<file path="src/rtl/uart_core.sv">
`timescale 1ns/1ps
`default_nettype none
// ============================================================================
//  Module      : uart_core (with helper uart_fifo)
//  Description : Full-duplex UART, 16x oversampling on a programmable baud
//                tick, one first-word-fall-through FIFO per direction.
//  Ports       : clk, reset_n           - clock, async active-low reset
//                rx / tx                - serial in / out (idle high)
//                r_data, rd_uart,       - RX FIFO head, pop, empty flag
//                rx_empty
//                w_data, wr_uart,       - TX FIFO data, push, full flag
//                tx_full
//                TIMER_FINAL_VALUE      - baud divisor (tick every N+1 clk)
//  Revision    : 1.0 - initial release
// ============================================================================

module uart_fifo #(
    parameter int DW = 8,
    parameter int AW = 4
) (
    input  logic          clk,
    input  logic          reset_n,
    input  logic          wr_en,     // caller guarantees no push into a full FIFO without a pop
    input  logic [DW-1:0] wdata,
    input  logic          rd_en,
    output logic [DW-1:0] rdata,
    output logic          full,
    output logic          empty
);
    logic [DW-1:0] r_mem [2**AW];
    logic [AW-1:0] r_wptr, r_rptr;
    logic          r_full, r_empty;
    logic          w_do_rd;
    logic [AW-1:0] w_wptr_nxt, w_rptr_nxt;

    assign w_do_rd    = rd_en & ~r_empty;
    assign w_wptr_nxt = r_wptr + AW'(1);
    assign w_rptr_nxt = r_rptr + AW'(1);
    assign rdata      = r_mem[r_rptr];
    assign full       = r_full;
    assign empty      = r_empty;

    // Storage is intentionally left out of reset.
    always_ff @(posedge clk) begin
        if (wr_en)
            r_mem[r_wptr] <= wdata;
    end

    always_ff @(posedge clk or negedge reset_n) begin
        if (!reset_n) begin
            r_wptr  <= '0;
            r_rptr  <= '0;
            r_full  <= 1'b0;
            r_empty <= 1'b1;
        end else begin
            case ({wr_en, w_do_rd})
                2'b10: begin
                    r_wptr  <= w_wptr_nxt;
                    r_empty <= 1'b0;
                    r_full  <= (w_wptr_nxt == r_rptr);
                end
                2'b01: begin
                    r_rptr  <= w_rptr_nxt;
                    r_full  <= 1'b0;
                    r_empty <= (w_rptr_nxt == r_wptr);
                end
                2'b11: begin
                    r_wptr <= w_wptr_nxt;
                    r_rptr <= w_rptr_nxt;
                end
                default: ;
            endcase
        end
    end
endmodule

module uart_core #(
    parameter int DBIT       = 8,
    parameter int SB_TICK    = 16,
    parameter int ADDR_WIDTH = 4
) (
    input  logic            clk,
    input  logic            reset_n,
    input  logic            rx,
    output logic [DBIT-1:0] r_data,
    input  logic            rd_uart,
    output logic            rx_empty,
    input  logic [DBIT-1:0] w_data,
    input  logic            wr_uart,
    output logic            tx_full,
    output logic            tx,
    input  logic [10:0]     TIMER_FINAL_VALUE
);
    localparam int NW = (DBIT > 1) ? $clog2(DBIT) : 1;
    localparam logic [4:0]    c_sb_last  = 5'(SB_TICK - 1);
    localparam logic [NW-1:0] c_bit_last = NW'(DBIT - 1);

    typedef enum logic [1:0] {ST_IDLE, ST_START, ST_DATA, ST_STOP} state_t;

    // ---------------- baud tick ----------------
    logic [10:0] r_tmr;
    logic        w_s_tick;

    assign w_s_tick = (r_tmr == TIMER_FINAL_VALUE);

    always_ff @(posedge clk or negedge reset_n) begin
        if (!reset_n) r_tmr <= '0;
        else          r_tmr <= w_s_tick ? 11'd0 : r_tmr + 11'd1;
    end

    // ---------------- receiver ----------------
    logic            r_rx_meta, r_rx_sync;
    state_t          r_rx_state;
    logic [4:0]      r_rx_s;
    logic [NW-1:0]   r_rx_n;
    logic [DBIT-1:0] r_rx_b;
    logic            r_rx_done;
    logic            w_rx_full, w_rx_push;

    always_ff @(posedge clk or negedge reset_n) begin
        if (!reset_n) begin
            r_rx_meta <= 1'b1;
            r_rx_sync <= 1'b1;
        end else begin
            r_rx_meta <= rx;
            r_rx_sync <= r_rx_meta;
        end
    end

    always_ff @(posedge clk or negedge reset_n) begin
        if (!reset_n) begin
            r_rx_state <= ST_IDLE;
            r_rx_s     <= '0;
            r_rx_n     <= '0;
            r_rx_b     <= '0;
            r_rx_done  <= 1'b0;
        end else begin
            r_rx_done <= 1'b0;
            case (r_rx_state)
                ST_IDLE: if (!r_rx_sync) begin
                    r_rx_state <= ST_START;
                    r_rx_s     <= '0;
                end
                ST_START: if (w_s_tick) begin
                    // Middle of the start bit: a high line here was a glitch.
                    if (r_rx_s == 5'd7) begin
                        r_rx_s     <= '0;
                        r_rx_n     <= '0;
                        r_rx_state <= r_rx_sync ? ST_IDLE : ST_DATA;
                    end else begin
                        r_rx_s <= r_rx_s + 5'd1;
                    end
                end
                ST_DATA: if (w_s_tick) begin
                    if (r_rx_s == 5'd15) begin
                        r_rx_s <= '0;
                        r_rx_b <= {r_rx_sync, r_rx_b[DBIT-1:1]};
                        if (r_rx_n == c_bit_last) r_rx_state <= ST_STOP;
                        else                      r_rx_n <= r_rx_n + NW'(1);
                    end else begin
                        r_rx_s <= r_rx_s + 5'd1;
                    end
                end
                default: if (w_s_tick) begin
                    // Stop-bit level is not checked; the frame is always kept.
                    if (r_rx_s == c_sb_last) begin
                        r_rx_state <= ST_IDLE;
                        r_rx_done  <= 1'b1;
                    end else begin
                        r_rx_s <= r_rx_s + 5'd1;
                    end
                end
            endcase
        end
    end

    // A full FIFO still takes the byte when a pop happens in the same cycle.
    assign w_rx_push = r_rx_done & (~w_rx_full | (rd_uart & ~rx_empty));

    uart_fifo #(.DW(DBIT), .AW(ADDR_WIDTH)) u_rx_fifo (
        .clk     (clk),
        .reset_n (reset_n),
        .wr_en   (w_rx_push),
        .wdata   (r_rx_b),
        .rd_en   (rd_uart),
        .rdata   (r_data),
        .full    (w_rx_full),
        .empty   (rx_empty)
    );

    // ---------------- transmitter ----------------
    state_t          r_tx_state;
    logic [4:0]      r_tx_s;
    logic [NW-1:0]   r_tx_n;
    logic [DBIT-1:0] r_tx_b;
    logic            r_tx;
    logic            w_tx_done, w_tx_empty;
    logic [DBIT-1:0] w_tx_head, w_tx_shift;

    assign w_tx_shift = r_tx_b >> 1;
    // The head stays queued until its stop bit completes, then is popped.
    assign w_tx_done  = (r_tx_state == ST_STOP) & w_s_tick & (r_tx_s == c_sb_last);
    assign tx         = r_tx;

    always_ff @(posedge clk or negedge reset_n) begin
        if (!reset_n) begin
            r_tx_state <= ST_IDLE;
            r_tx_s     <= '0;
            r_tx_n     <= '0;
            r_tx_b     <= '0;
            r_tx       <= 1'b1;
        end else begin
            case (r_tx_state)
                ST_IDLE: begin
                    r_tx <= 1'b1;
                    if (!w_tx_empty) begin
                        r_tx_state <= ST_START;
                        r_tx_s     <= '0;
                        r_tx_b     <= w_tx_head;
                        r_tx       <= 1'b0;
                    end
                end
                ST_START: if (w_s_tick) begin
                    if (r_tx_s == 5'd15) begin
                        r_tx_state <= ST_DATA;
                        r_tx_s     <= '0;
                        r_tx_n     <= '0;
                        r_tx       <= r_tx_b[0];
                    end else begin
                        r_tx_s <= r_tx_s + 5'd1;
                    end
                end
                ST_DATA: if (w_s_tick) begin
                    if (r_tx_s == 5'd15) begin
                        r_tx_s <= '0;
                        r_tx_b <= w_tx_shift;
                        if (r_tx_n == c_bit_last) begin
                            r_tx_state <= ST_STOP;
                            r_tx       <= 1'b1;
                        end else begin
                            r_tx_n <= r_tx_n + NW'(1);
                            r_tx   <= w_tx_shift[0];
                        end
                    end else begin
                        r_tx_s <= r_tx_s + 5'd1;
                    end
                end
                default: if (w_s_tick) begin
                    if (r_tx_s == c_sb_last) r_tx_state <= ST_IDLE;
                    else                     r_tx_s <= r_tx_s + 5'd1;
                end
            endcase
        end
    end

    uart_fifo #(.DW(DBIT), .AW(ADDR_WIDTH)) u_tx_fifo (
        .clk     (clk),
        .reset_n (reset_n),
        .wr_en   (wr_uart & ~tx_full),
        .wdata   (w_data),
        .rd_en   (w_tx_done),
        .rdata   (w_tx_head),
        .full    (tx_full),
        .empty   (w_tx_empty)
    );
endmodule

`default_nettype wire

</file>
<file path="config.mk">
export PLATFORM = sky130hd
export DESIGN_NAME = uart_core
export DESIGN_NICKNAME = d
export VERILOG_FILES = /design/src/rtl/uart_core.sv
export SDC_FILE = /design/constraint.sdc
export NUM_CORES = 1
export LEC_CHECK = 0
export ABC_AREA = 1
export BUFFER_PORTS_ARGS = -buffer_cell sky130_fd_sc_hd__buf_2
export CAP_MARGIN = 20
export CORE_UTILIZATION = 57
export CTS_CLUSTER_DIAMETER = 150
export CTS_CLUSTER_SIZE = 25
export DETAILED_ROUTE_END_ITERATION = 7
export PLACE_DENSITY = 0.7
export SYNTH_ARGS = -nofsm -noshare
export SYNTH_HDL_FRONTEND = slang
export SYNTH_SLANG_ARGS = --single-unit
</file>
<file path="constraint.sdc">
create_clock -name clk -period 2.74 [get_ports clk]
set_input_delay 0.137 -clock clk [delete_from_list [all_inputs] [get_ports clk]]
set_output_delay 0.137 -clock clk [all_outputs]
set_load 0.005 [all_outputs]
</file>
==> impl.org, run 1 <==
** Timing
- Final setup violation count :: 0
- Layout Skew :: roughly 27 ps
- Counting I/O delays and the setup requirement, the final critical path takes approximately 2500 ps.
- Setup repair after global routing left no endpoint under its margin.
- Slew at the pin with the worst max-slew slack :: approximately 910 ps
- In the finished design, the share of the clock period the worst path needs comes to 0.913.
- Final hold viol count :: 0
- The worst pin sits at a relative slew slack of 0.396.
- The count of pins over their slew limit was 0.
- Fmax :: ~0.4 GHz
- Setup total negative slack on the finished layout was measured at 0 ps.
- Post-Route Hold Slack :: a little over 20 ps

** Synthesis
- Total nets after synthesis :: 1496
- After synthesis, the mean cell area works out to between 10 and 15 µm².
- Counting flops with a built-in enable in the synthesized netlist gives around 260.
- The most used flip-flop cell after synthesis is sky130_fd_sc_hd__edfxtp_1.
- Synthesis produced 1441 cells.
- After synthesis the netlist holds a flip-flop and latch count of 327.
- The synthesized netlist contains 44 unique library cells.
- For this run, the register share of the synthesized area comes to 0.643.
- In the synthesized netlist, the cells that appear most often are 336 x sky130_fd_sc_hd__nand2_1, 256 x sky130_fd_sc_hd__edfxtp_1, 167 x sky130_fd_sc_hd__nor2_1, 153 x sky130_fd_sc_hd__inv_1, 117 x sky130_fd_sc_hd__nand3_1.
- Mapped Area :: 14700 µm²
- Area share of the largest cell type after synthesis :: 0.522
- Async set or reset register ratio after synthesis :: 0.217
- Biggest area consumer among synthesized cells :: sky130_fd_sc_hd__edfxtp_1
- Dominant cells by area after synthesis :: sky130_fd_sc_hd__edfxtp_1 52%, sky130_fd_sc_hd__dfrtp_1 11%, sky130_fd_sc_hd__nand2_1 8.6%
- Most common cell in the netlist :: sky130_fd_sc_hd__nand2_1
- Synth warnings :: 0

** Floorplanning
- Full die area :: about 26000 µm²
- Floorplan die height :: between 150 and 200 µm
- From left edge to right edge, the die measures 163 µm.
- Core box area :: about 25000 µm²
- Row cnt :: between 50 and 60
- For this configuration, the core starts out at a cell density of 0.583.
- In this run the count of I/O pins placed on the die edge is 35.

** Clock network
- The longest clock path from root to sink contains 3 buffers.
- In this run the number of H-tree levels came out at 1.
- After clock tree synthesis, the setup repair step added 0 buffers.
- Clock latency on the worst-skew pair, taken at its later pin, is 510 ps.
- Clock buffers created by TritonCTS :: 17
- Clock tree synthesis found a total of 327 sinks.
- Root cell of the clock tree :: sky130_fd_sc_hd__clkbuf_16
- After clock tree synthesis, the clock-pin slew on the worst setup and hold paths is 100 ps.
- TritonCTS built the clock tree.

** Final layout
- Ant. Diodes :: 0
- Syn-to-layout area delta :: 8.47%
- Of the cells placed in the final design, the portion with a size suffix greater than 1 is 0.0844.
- Excluding fillers, the count of instances in the completed layout stands at ~1800.
- After filler insertion, the fill cell instance count of the layout stands at between 2000 and 2500.
- After routing the design area is 16000 µm².
- Layout Nets :: 1538

** Place
- Number of placed instances, taps included :: 1792
- In this run the cell area measured after placement is about 15000 µm².
- Routability-driven placement finished with a final weighted congestion of about 0.84.
- Half-perimeter wire length of the detailed placement result :: 19000 µm
- Port buffering added 34 buffers.

** Global routing
- Entering global routing, the biggest net connects approximately 70 pins.
- The first global-routing pass estimated roughly 48000 µm of wire.
- Via count of the first global-routing pass :: 9310
- Global routing finished with a remaining overflow of 0.
- For this run, the total global-route usage over all layers was measured as 0.236.
- Number of antenna violations at the first check in global routing :: 0

** Routing
- Detailed-route via count :: between 9000 and 10000
- Once detail routing completed, the nets flagged for antenna violations numbered 0.
- For this block, the routed nets add up to around 30000 µm of wire.
- The first routing iteration left a little over 800 violations.
- Post-route DRC violation count :: 0
- Detail-routed via count per cell :: 5.33
- In the final routed layout, each cell accounts on average for roughly 16 µm.
- Router iterations before antenna repair :: 5

** Critical path
- Walking the worst path, the cells encountered are inv_2 > buf_12 > nor2_1 > nor2_1 > o21ai_0 > o211ai_1 > o211ai_1 > nand2_1 > buf_2.
- For this run, the slowest stage of the critical path takes around 460 ps.
- Max stage delay cell, worst path :: sky130_fd_sc_hd__dfrtp_2
- Kind of end point of the critical path :: output pin
- Worst Path Buf+Inv :: 3
- Along the worst path, the maximum fanout reaches 47.
- Required time of the critical path :: 2600 ps
- Data on the critical path arrives at its endpoint at between 2000 and 2500 ps.
- The worst register-to-register path has a setup slack of roughly 360 ps.
- CP delay by family, top :: buffers and inverters
- The worst setup path is launched from a register.
- Critical path type :: register to output pin

** Power and ir drop
- In this run the power density over the cells is ~580 nW/µm².
- Worst vdd ir :: between 0.0007 and 0.0008 V
- Summed over all cells, the static leakage comes to between 6 and 7 nW.
- The design draws between 9 and 10 mW.

** Worst hold path
- Class of the worst hold path :: input pin to register

** Outcome
- The run finished with clean final reports.

** Flow run
- Max cap viols :: 0
-- worst register-to-register path: cells and delay by family, from the launching register on --
kind	cells	cell delay, ps
fa+ha+maj	3	760
simple gates	4	520
buf+inv	2	120
compound gates	3	480
flops	1	400
-- layout by cell type (no fill, tap or decap), types with 3 or more instances in the layout --
cell / n
sky130_fd_sc_hd__nand2_1: 336
sky130_fd_sc_hd__edfxtp_1: 256
sky130_fd_sc_hd__nor2_1: 167
sky130_fd_sc_hd__inv_1: 153
sky130_fd_sc_hd__nand3_1: 117
sky130_fd_sc_hd__o21ai_0: 107
sky130_fd_sc_hd__dfrtp_1: 63
sky130_fd_sc_hd__buf_4: 37
sky130_fd_sc_hd__buf_2: 33
sky130_fd_sc_hd__o211ai_1: 31
sky130_fd_sc_hd__ha_1: 31
sky130_fd_sc_hd__xor2_1: 21
sky130_fd_sc_hd__clkbuf_16: 17
sky130_fd_sc_hd__a21oi_1: 13
sky130_fd_sc_hd__xnor2_1: 11
sky130_fd_sc_hd__o21ai_1: 11
sky130_fd_sc_hd__clkbuf_1: 11
sky130_fd_sc_hd__nor3_1: 9
sky130_fd_sc_hd__or2_2: 8
sky130_fd_sc_hd__clkinv_1: 5
sky130_fd_sc_hd__nand2_2: 5
sky130_fd_sc_hd__o22ai_1: 5
sky130_fd_sc_hd__buf_12: 5
sky130_fd_sc_hd__dfstp_2: 5
sky130_fd_sc_hd__inv_2: 4
sky130_fd_sc_hd__nand4_1: 4
sky130_fd_sc_hd__dfrtp_2: 3
-- cell type report --
class	instances	area [µm²]	share of cell area
inverter	163	614	0.0384
clock buffer	28	467	0.0292
multi-input combinational	897	4420	0.276
sequential	327	9470	0.593
timing repair buffer	77	563	0.0352
tap	330	413	0.0258
clock inverter	1	30.0	0.00188
-- sequential cells by signal, summed over array words and instances, names as in the netlist, 4 cells and up --
register          count
u_rx_fifo.r_mem     128
u_tx_fifo.r_wptr      4
u_tx_fifo.r_rptr      4
u_rx_fifo.r_wptr      4
r_tx_b                8
u_rx_fifo.r_rptr      4
r_rx_s                5
u_tx_fifo.r_mem     128
r_tx_s                5
r_rx_b                8
r_tmr                11
-- where the power goes --
group          internal (mW)  leakage [nW]  total, mW  switching, mW
Clock                   1.20         0.234       2.71           1.51
Sequential              5.61          2.70       5.78          0.166
Combinational          0.284          3.20      0.848          0.564
-- metrics by stage --
stage / setup WS, ps / util
CTS: 207 / 0.632
global route: 91.8 / 0.633
floorplan: 588 / -
global placement: 425 / 0.612
finish: 239 / 0.633
detailed placement: 293 / 0.612
-- cells by family after synthesis --
kind of cell	synth area share
AND/OR/NAND/NOR	0.187
flip-flops	0.643
buffers and inverters	0.0576
AO/OA/AOI/OAI	0.0663
XOR/XNOR	0.0190
adder cells (fa/ha/maj)	0.0263
multiplexers	0.00136
-- path summary, 6_finish.rpt --
check | from | endpoint | depth (start not counted)
min in group asynchronous | reset_n | u_rx_fifo.r_wptr[3] | 2
max in group asynchronous | reset_n | u_tx_fifo.r_rptr[0] | 2
worst max-delay path | u_rx_fifo.r_rptr[0] | r_data[5] | 9
worst min-delay path | wr_uart | u_tx_fifo.r_wptr[0] | 3
worst min register to register | r_rx_meta | r_rx_sync | 0
worst max register to register | r_tx_s[0] | u_tx_fifo.empty | 12
-- routing by layer --
| metal | GRT usage | wire, µm |
|---|---|---|
| met5 | 0 | 0 |
| met2 | 0.393 | 14500 |
| met1 | 0.329 | 13100 |
| met3 | 0.0234 | 1460 |
| met4 | 0.0714 | 870 |
-- repair_timing --
item                       4_1_cts  5_1_grt
gates resized for setup          0        1
hold endpoints to repair        67        0
setup endpoints to repair        0        1
hold buffers                     2        0
No activity file was read; power rests on OpenSTA's default activity.
==> run 2, diff against run 1 <==
==> constraint.sdc (replaced) <==
create_clock -name clk -period 2.96 [get_ports clk]
set_input_delay 0.148 -clock clk [delete_from_list [all_inputs] [get_ports clk]]
set_output_delay 0.148 -clock clk [all_outputs]
set_load 0.005 [all_outputs]
==> run 2 against run 1 <==
Flip-flop and latch count unchanged. Wire length down 1.2%. Clock power decreased by 7%. Count of clock-buffer cells in the layout unchanged. Die area did not move. Core utilization down 0.50 points. Combinational power down 9.1%. Hold slack improved by 6.0 ps. Sequential share of layout area is 0.47 points higher.
==> impl.org, run 2 (same netlist as run 1, synthesis figures left out) <==
** Power and ir drop
- In this run the power density over the cells is ~550 nW/µm².
- Total chip power :: approximately 8.6 mW
- Across the VDD grid, the largest voltage drop is ~0.00074 V.
- Static Leak :: 6.05 nW

** Critical path
- Kind of end point of the critical path :: output pin
- Critical-path cell list :: buf_12 > nor2_1 > o21ai_0 > o21ai_0 > o211ai_1 > nand2_1 > buf_2
- Among all stages on the critical path, the largest delay is contributed by sky130_fd_sc_hd__dfrtp_2.
- Endpoint arrival time on the critical path :: around 2400 ps
- The setup path with the least slack is of type register to output pin.
- On the worst path, the slowest cell contributes a delay of ~760 ps.
- In this design, the critical path's most frequently occurring cell is sky130_fd_sc_hd__o21ai_0.
- STA classifies the critical path startpoint as a register.
- For the worst setup path, the data required time is between 2000 and 3000 ps.
- Critical Path Fanout Max :: 39

** Place
- Port bufs :: 34
- Half-perimeter wire length of the detailed placement result :: between 15000 and 20000 µm
- Final GP Congestion :: slightly above 0.8
- Dpl ws :: ~520 ps

** Final layout
- Commonest cells after routing, fill and taps aside :: 336 x sky130_fd_sc_hd__nand2_1, 256 x sky130_fd_sc_hd__edfxtp_1, 167 x sky130_fd_sc_hd__nor2_1, 153 x sky130_fd_sc_hd__inv_1, 117 x sky130_fd_sc_hd__nand3_1
- Ant. Diodes :: 0
- Leading cell type in the layout, fill and taps excluded :: sky130_fd_sc_hd__nand2_1
- Fill cell instance count of the final layout :: roughly 2000
- Largest registers :: u_rx_fifo.r_mem x128, u_tx_fifo.r_mem x128, r_tmr x11
- The area growth from synthesis to layout is 7.61%.
- In the final layout, the share of cells above drive strength 1 is 0.0737.
- The net count of the finished layout is about 1500.

** Floorplanning
- The floorplan step set the die height to 163 µm.
- In this run the count of I/O pins placed on the die edge is 35.
- In this run the standard cell core region covers roughly 25000 µm².
- Initial standard-cell utilization of the core :: 0.583
- X dimension of the die :: approximately 160 µm
- The die covers about 26000 µm².
- The initialized floorplan defines between 50 and 60 standard-cell rows.

** Clock network
- Clock-pin slew was measured on the worst setup and hold paths at 100 ps.
- Root cell of the clock tree :: sky130_fd_sc_hd__clkbuf_16
- The clock reaches the later pin of the worst-skew pair after ~520 ps.
- Clock tree from TritonCTS :: built
- TritonCTS sink count :: around 330
- Deepest clock path buffer count :: 3
- Number of H-tree levels :: 1
- Clock buffers created by TritonCTS :: 17
- Postcts setup bufs :: 0

** Global routing
- The first global-routing pass estimated between 40000 and 50000 µm of wire.
- Global routing usage summed across all routing layers :: 0.228
- Number of antenna violations at the first check in global routing :: 0
- Pin count of the biggest net entering global routing :: 74
- The total overflow left after global routing is 0.
- Via count of the first global-routing pass :: between 8000 and 9000

** Routing
- Antenna-violating nets left :: 0
- Detail-routed via count per cell :: around 5.4
- Across all layers, the routed design uses ~10000 vias.
- For this block, the initial DRC count from the detailed router was between 600 and 700.
- Total routed wirelength :: about 30000 µm
- Post-route DRC violation count :: 0
- Post-DR wirelength/cell :: roughly 16 µm
- The first detailed-routing pass ran for 6 iterations.

** Timing
- Slew at the pin with the worst max-slew slack :: ~890 ps
- Final Max Slew Viols :: 0
- The total count of hold-check failures in the final report is 0.
- After layout, the minimum clock period comes to 2510 ps.
- Setup violations remaining at the end of the flow were counted as 0.
- On the final layout, the worst clock skew is 24.2 ps.
- Setup slack after layout :: 450 ps
- Setup repair after global routing missed its margin :: no
- In the finished design, the share of the clock period the worst path needs comes to 0.848.
- Timing would allow up to ~0.4 GHz.
- Total negative slack for setup checks :: 0 ps
- Max transition margin :: 0.407
- Hold is met by around 27 ps.

** Outcome
- The run finished with clean final reports.

** Flow run
- Max-cap violations in this run came to 0.

** Worst hold path
- The min-delay analysis places its worst path in the category input pin to register.
[run 2: cell types whose count changed in the layout (fill, tap and decap cells not counted)]
cell / before / now
sky130_fd_sc_hd__buf_4: 37 / 21
sky130_fd_sc_hd__nor3b_2: 1 / 0
sky130_fd_sc_hd__inv_6: 0 / 1
sky130_fd_sc_hd__buf_12: 5 / 4
sky130_fd_sc_hd__nor3b_1: 1 / 2
sky130_fd_sc_hd__dlygate4sd3_1: 2 / 3
[run 2: stage by stage]
step | util | instances | area (µm²)
floorplan | - | 1441 | 14700
global placement | 0.606 | 1775 | 15300
detailed placement | 0.606 | 1775 | 15300
CTS | 0.628 | 1808 | 15900
global route | 0.628 | 1808 | 15900
finish | 0.628 | 1808 | 15900
[run 2: final timing paths]
kind / endpoint / slack (ps) / startpoint / cells after the start
worst max register to register: u_tx_fifo.empty / 520 / r_tx_s[0] / 12
min in group asynchronous: u_rx_fifo.r_rptr[1] / 290 / reset_n / 2
worst min register to register: r_rx_sync / 360 / r_rx_meta / 0
worst min-delay path: u_tx_fifo.r_mem[13][0] / 30 / w_data[0] / 1
worst max-delay path: r_data[7] / 450 / u_rx_fifo.r_rptr[1] / 7
max in group asynchronous: u_tx_fifo.r_rptr[0] / 2030 / reset_n / 2
[run 2: final cells by class]
class,instances,area (µm²),share of cell area
clock buffers,28,467,0.0294
clock inverters,2,38.8,0.00245
inverters,163,614,0.0388
multi-input cells,897,4410,0.278
flip-flops and latches,327,9470,0.598
well taps,330,413,0.0260
repair buffers,61,433,0.0273
[run 2: where the power goes]
group          internal [mW]  switching (mW)
Sequential              5.19           0.153
Combinational          0.257           0.513
Clock                   1.12            1.40
[run 2: what timing repair did]
action                                 4_1_cts  5_1_grt
gates resized for setup                      0        0
endpoints found under the hold margin       68        0
hold buffers                                 3        0
[run 2: metal layers]
metal  GRT usage  routed length (µm)  vias to the layer above
met5           0                   0                        -
met4      0.0569                 687                        0
met3      0.0206                1340                       46
met2       0.384               14300                      255
met1       0.321               13400                     4619
li1            -                   -                     4838
[run 2: worst max-delay path, delay by kind of cell, from the launching register on]
kind            cells  cell delay [ps]
flops               1              760
compound gates      3              500
buf+inv             2              410
simple gates        2              170
==> run 3, diff against run 2 <==
==> config.mk (replaced) <==
export PLATFORM = sky130hd
export DESIGN_NAME = uart_core
export DESIGN_NICKNAME = d
export VERILOG_FILES = /design/src/rtl/uart_core.sv
export SDC_FILE = /design/constraint.sdc
export NUM_CORES = 1
export LEC_CHECK = 0
export ABC_AREA = 0
export BUFFER_PORTS_ARGS = -buffer_cell sky130_fd_sc_hd__buf_2
export CAP_MARGIN = 20
export CORE_UTILIZATION = 56
export CTS_CLUSTER_DIAMETER = 150
export CTS_CLUSTER_SIZE = 25
export DETAILED_ROUTE_END_ITERATION = 7
export PLACE_DENSITY = 0.71
export SYNTH_ARGS = -nofsm -noshare
export SYNTH_HDL_FRONTEND = slang
export SYNTH_SLANG_ARGS = --single-unit
==> constraint.sdc (replaced) <==
create_clock -name clk -period 2.1 [get_ports clk]
set_input_delay 0.105 -clock clk [delete_from_list [all_inputs] [get_ports clk]]
set_output_delay 0.105 -clock clk [all_outputs]
set_load 0.005 [all_outputs]
==> run 3 against run 2 <==
The run now ends with negative setup slack left. Sequential power up 42%. Design area grew 0.62%. Global-route usage decreased by 0.69 points. Non-clock buffer count up 77. Hold slack got worse by 18 ps. First-iteration DRC count rose by 3.4%. Clock skew increased by 1.0 ps. Total power increased by 62%. Synthesized cell count shrank 43%. Largest cell class unchanged. Largest power group unchanged.
==> impl.org, run 3 <==
** Place
- Final GP Congestion :: between 0.8 and 0.9
- Port bufs :: 34
- Number of placed instances, taps included :: between 1000 and 1500
- Detailed placement ended at an HPWL of between 15000 and 20000 µm.

** Clock network
- After clock tree synthesis, the clock-pin slew on the worst setup and hold paths is approximately 100 ps.
- Clk_lat worst skew :: 510 ps
- Clock tree from TritonCTS :: built
- The root buffer cell chosen for the clock tree is sky130_fd_sc_hd__clkbuf_16.
- Deepest clock path buffer count :: 3
- Number of H-tree levels :: 1
- TritonCTS sink count :: between 300 and 400
- The number of clock buffers added by TritonCTS is 17.

** Global routing
- Pin count of the biggest net entering global routing :: 72
- The first global-routing pass estimated about 43000 µm of wire.
- Across every metal layer, demand over resource in global routing totals 0.221.
- The initial antenna violation count is 0.
- Total grt overflow :: 0
- The number of global-route vias before repair was ~8000.

** Routing
- In the final routed layout, each cell accounts on average for between 20 and 25 µm.
- The first detailed-routing pass took 6 iterations.
- In this run the remaining antenna-violating nets after routing total 0.
- In this run, the number of DRC markers left after iteration 0 of detailed routing was 690.
- Post-route DRC violation count :: 0
- The routed design has between 20000 and 30000 µm of wire.
- Detailed routing inserted a total of 7546 vias.
- Detail-routed via count per cell :: 5.90

** Synthesis
- Total nets after synthesis :: 877
- Yosys reg bits :: ~330
- Most common cell in the netlist :: sky130_fd_sc_hd__edfxtp_1
- The biggest area contributor in the post-synthesis netlist is sky130_fd_sc_hd__edfxtp_1.
- For this run, asynchronously set or reset flops after synthesis account for 0.217.
- Synth cell types :: 58
- Ranked by instance count, the synthesized netlist is headed by 256 x sky130_fd_sc_hd__edfxtp_1, 67 x sky130_fd_sc_hd__mux4_2, 66 x sky130_fd_sc_hd__dfrtp_1, 43 x sky130_fd_sc_hd__nor2_1.
- Of the synthesized area, sequential elements account for 0.678.
- Flip-flop cell with the highest count after synthesis :: sky130_fd_sc_hd__edfxtp_1
- The Yosys step of the flow raised 0 warnings.
- In the synthesized netlist, the number of instances is between 800 and 900.
- Dominant cells by area after synthesis :: sky130_fd_sc_hd__edfxtp_1 55%, sky130_fd_sc_hd__dfrtp_1 12%, sky130_fd_sc_hd__mux4_2 11%
- The synthesized design contains between 200 and 300 enable-type register cells.
- After synthesis, the mean cell area works out to roughly 17 µm².
- In this run the cell area of the synthesized design comes to between 10000 and 15000 µm².
- The share of synthesized area in the top cell type comes to 0.551.

** Timing
- Final setup violation count :: 11
- Setup slack after layout :: -384 ps
- Slew at the pin with the worst max-slew slack :: 906 ps
- Total negative slack for setup checks :: -3030 ps
- Fmax :: just over 0.4 GHz
- The total count of hold-check failures in the final report came to 0.
- Crit share post-route :: 1.18
- Layout Skew :: roughly 25 ps
- Minimum clock period after layout :: 2480 ps
- The count of pins over their slew limit came to 0.
- Setup repair after global routing missed its margin :: yes
- The worst pin sits at a relative slew slack of 0.396.

** Outcome
- Result of the run :: finished with violations
- Failing checks :: negative setup slack

** Final layout
- Fill cell instance count of the final layout :: 1693
- After the last flow step, the layout net total stands at around 1000.
- Leaving out fill and tap cells, the most frequent cells in the layout are 256 x sky130_fd_sc_hd__edfxtp_1, 84 x sky130_fd_sc_hd__buf_4, 67 x sky130_fd_sc_hd__mux4_2, 64 x sky130_fd_sc_hd__dfrtp_1, 40 x sky130_fd_sc_hd__nor2_1.
- In the final layout, the share of cells above drive strength 1 is 0.289.
- 0 antenna diodes ended up in the layout.
- Area of combinational cells with multiple inputs :: 4360 µm²
- From synthesis to final layout, the design area changed by 14.2%.
- Leading cell type in the layout, fill and taps excluded :: sky130_fd_sc_hd__edfxtp_1
- For this run, the number of standard cells in the final layout without fillers is 1279.
- Area of all sequential standard cells :: 9470 µm²
- In the final layout, the registers with the most flip-flops are u_rx_fifo.r_mem x128, u_tx_fifo.r_mem x128, r_tmr x11.

** Power and ir drop
- Across the VDD grid, the largest voltage drop is roughly 0.00077 V.
- Static Leak :: roughly 6.0 nW
- Total chip power :: 14.0 mW
- P per Cell Area :: about 880 nW/µm²

** Worst hold path
- Class of the worst hold path :: input pin to register
- Cells on Worst Hold Path :: 1

** Floorplanning
- From bottom edge to top edge, the die measures approximately 160 µm.
- Row cnt :: 57
- Pin placement for this block handled 35 I/O pins.
- After floorplanning, the core was sized to cover 24400 µm².
- Initial standard-cell utilization of the core :: 0.572
- X dimension of the die :: ~160 µm
- Full die area :: approximately 26000 µm²

** Critical path
- Slack of the worst reg-to-reg path :: -70 ps
- Critical Path Fanout Max :: 8
- Startpoint Class :: register
- Kind of end point of the critical path :: output pin
- For the worst setup path, the data required time is roughly 2000 ps.
- The worst register-to-register path has a depth of 7.
- Critical path type :: register to output pin
- Data on the critical path arrives at its endpoint at approximately 2400 ps.

** Flow run
- Max cap viols :: 0
-- run 3: changes by cell type in the layout (fill, tap and decap cells not counted), moves of 63 or more --
| cell | previous run | this run |
|---|---|---|
| sky130_fd_sc_hd__nand2_1 | 336 | 30 |
| sky130_fd_sc_hd__nor2_1 | 167 | 40 |
| sky130_fd_sc_hd__inv_1 | 153 | 27 |
| sky130_fd_sc_hd__buf_4 | 21 | 84 |
| sky130_fd_sc_hd__o21ai_0 | 107 | 10 |
| sky130_fd_sc_hd__nand3_1 | 117 | 19 |
| sky130_fd_sc_hd__mux4_2 | 0 | 67 |
-- run 3: final cells by class --
cell class / count / share of cell area
Multi-Input combinational cell: 429 / 0.273
Sequential cell: 327 / 0.594
Clock inverter: 2 / 0.00243
Inverter: 31 / 0.00730
Tap cell: 324 / 0.0254
Timing Repair Buffer: 138 / 0.0683
Clock buffer: 28 / 0.0293
-- run 3: logic make-up (layout without fill, tap and decap cells) --
family	after synthesis	count (layout)	share of synthesized area
buf+inv	66	199	0.0198
compound gates	84	84	0.0445
simple gates	155	155	0.0576
flops	327	327	0.678
fa+ha+maj	31	31	0.0278
mux	108	108	0.140
xor+xnor	51	51	0.0320
-- run 3: report_power, final --
| group | internal (mW) | switching, mW |
|---|---|---|
| clock network | 1.58 | 1.98 |
| logic | 1.39 | 1.42 |
| registers | 7.37 | 0.243 |
-- run 3: metal layers --
layer / track usage / wire, µm
met5: 0 / 0
met4: 0.0545 / 544
met3: 0.0231 / 1030
met2: 0.391 / 14500
met1: 0.298 / 11500
-- run 3: repair_timing --
item	in CTS	in global routing
hold endpoints to repair	178	0
hold buffers	9	0
setup endpoints to repair	18	30
pin swaps	9	16
setup buffers	4	9
resized for setup	17	24
cloned	1	0
-- run 3: path summary, 6_finish.rpt --
path | from | to
setup / recovery | u_rx_fifo.r_rptr[0] | r_data[0]
hold / removal | w_data[3] | u_tx_fifo.r_mem[3][3]
setup reg to reg | r_tmr[1] | u_tx_fifo.full
hold reg to reg | r_rx_meta | r_rx_sync
max in group asynchronous | reset_n | u_tx_fifo.r_rptr[0]
min in group asynchronous | reset_n | u_rx_fifo.r_rptr[0]
-- run 3: critical path: stages (launching register included) --
cell                      delay, ps
sky130_fd_sc_hd__dfrtp_2        390
sky130_fd_sc_hd__buf_12         140
sky130_fd_sc_hd__buf_12         140
sky130_fd_sc_hd__mux4_2         540
sky130_fd_sc_hd__mux4_2         500
sky130_fd_sc_hd__buf_2          140
-- run 3: per-stage QoR --
stage                     setup WS [ps]  cell area (µm²)  hold WS, ps  utilization
after floorplan                   -57.3            14000         -191            -
after global placement           -0.870            15100          211        0.617
after detailed placement          -96.5            15100          216        0.617
after CTS                          -408            15800         1.02        0.647
after global routing               -444            15900         1.96        0.654
final                              -384            15900         8.87        0.654
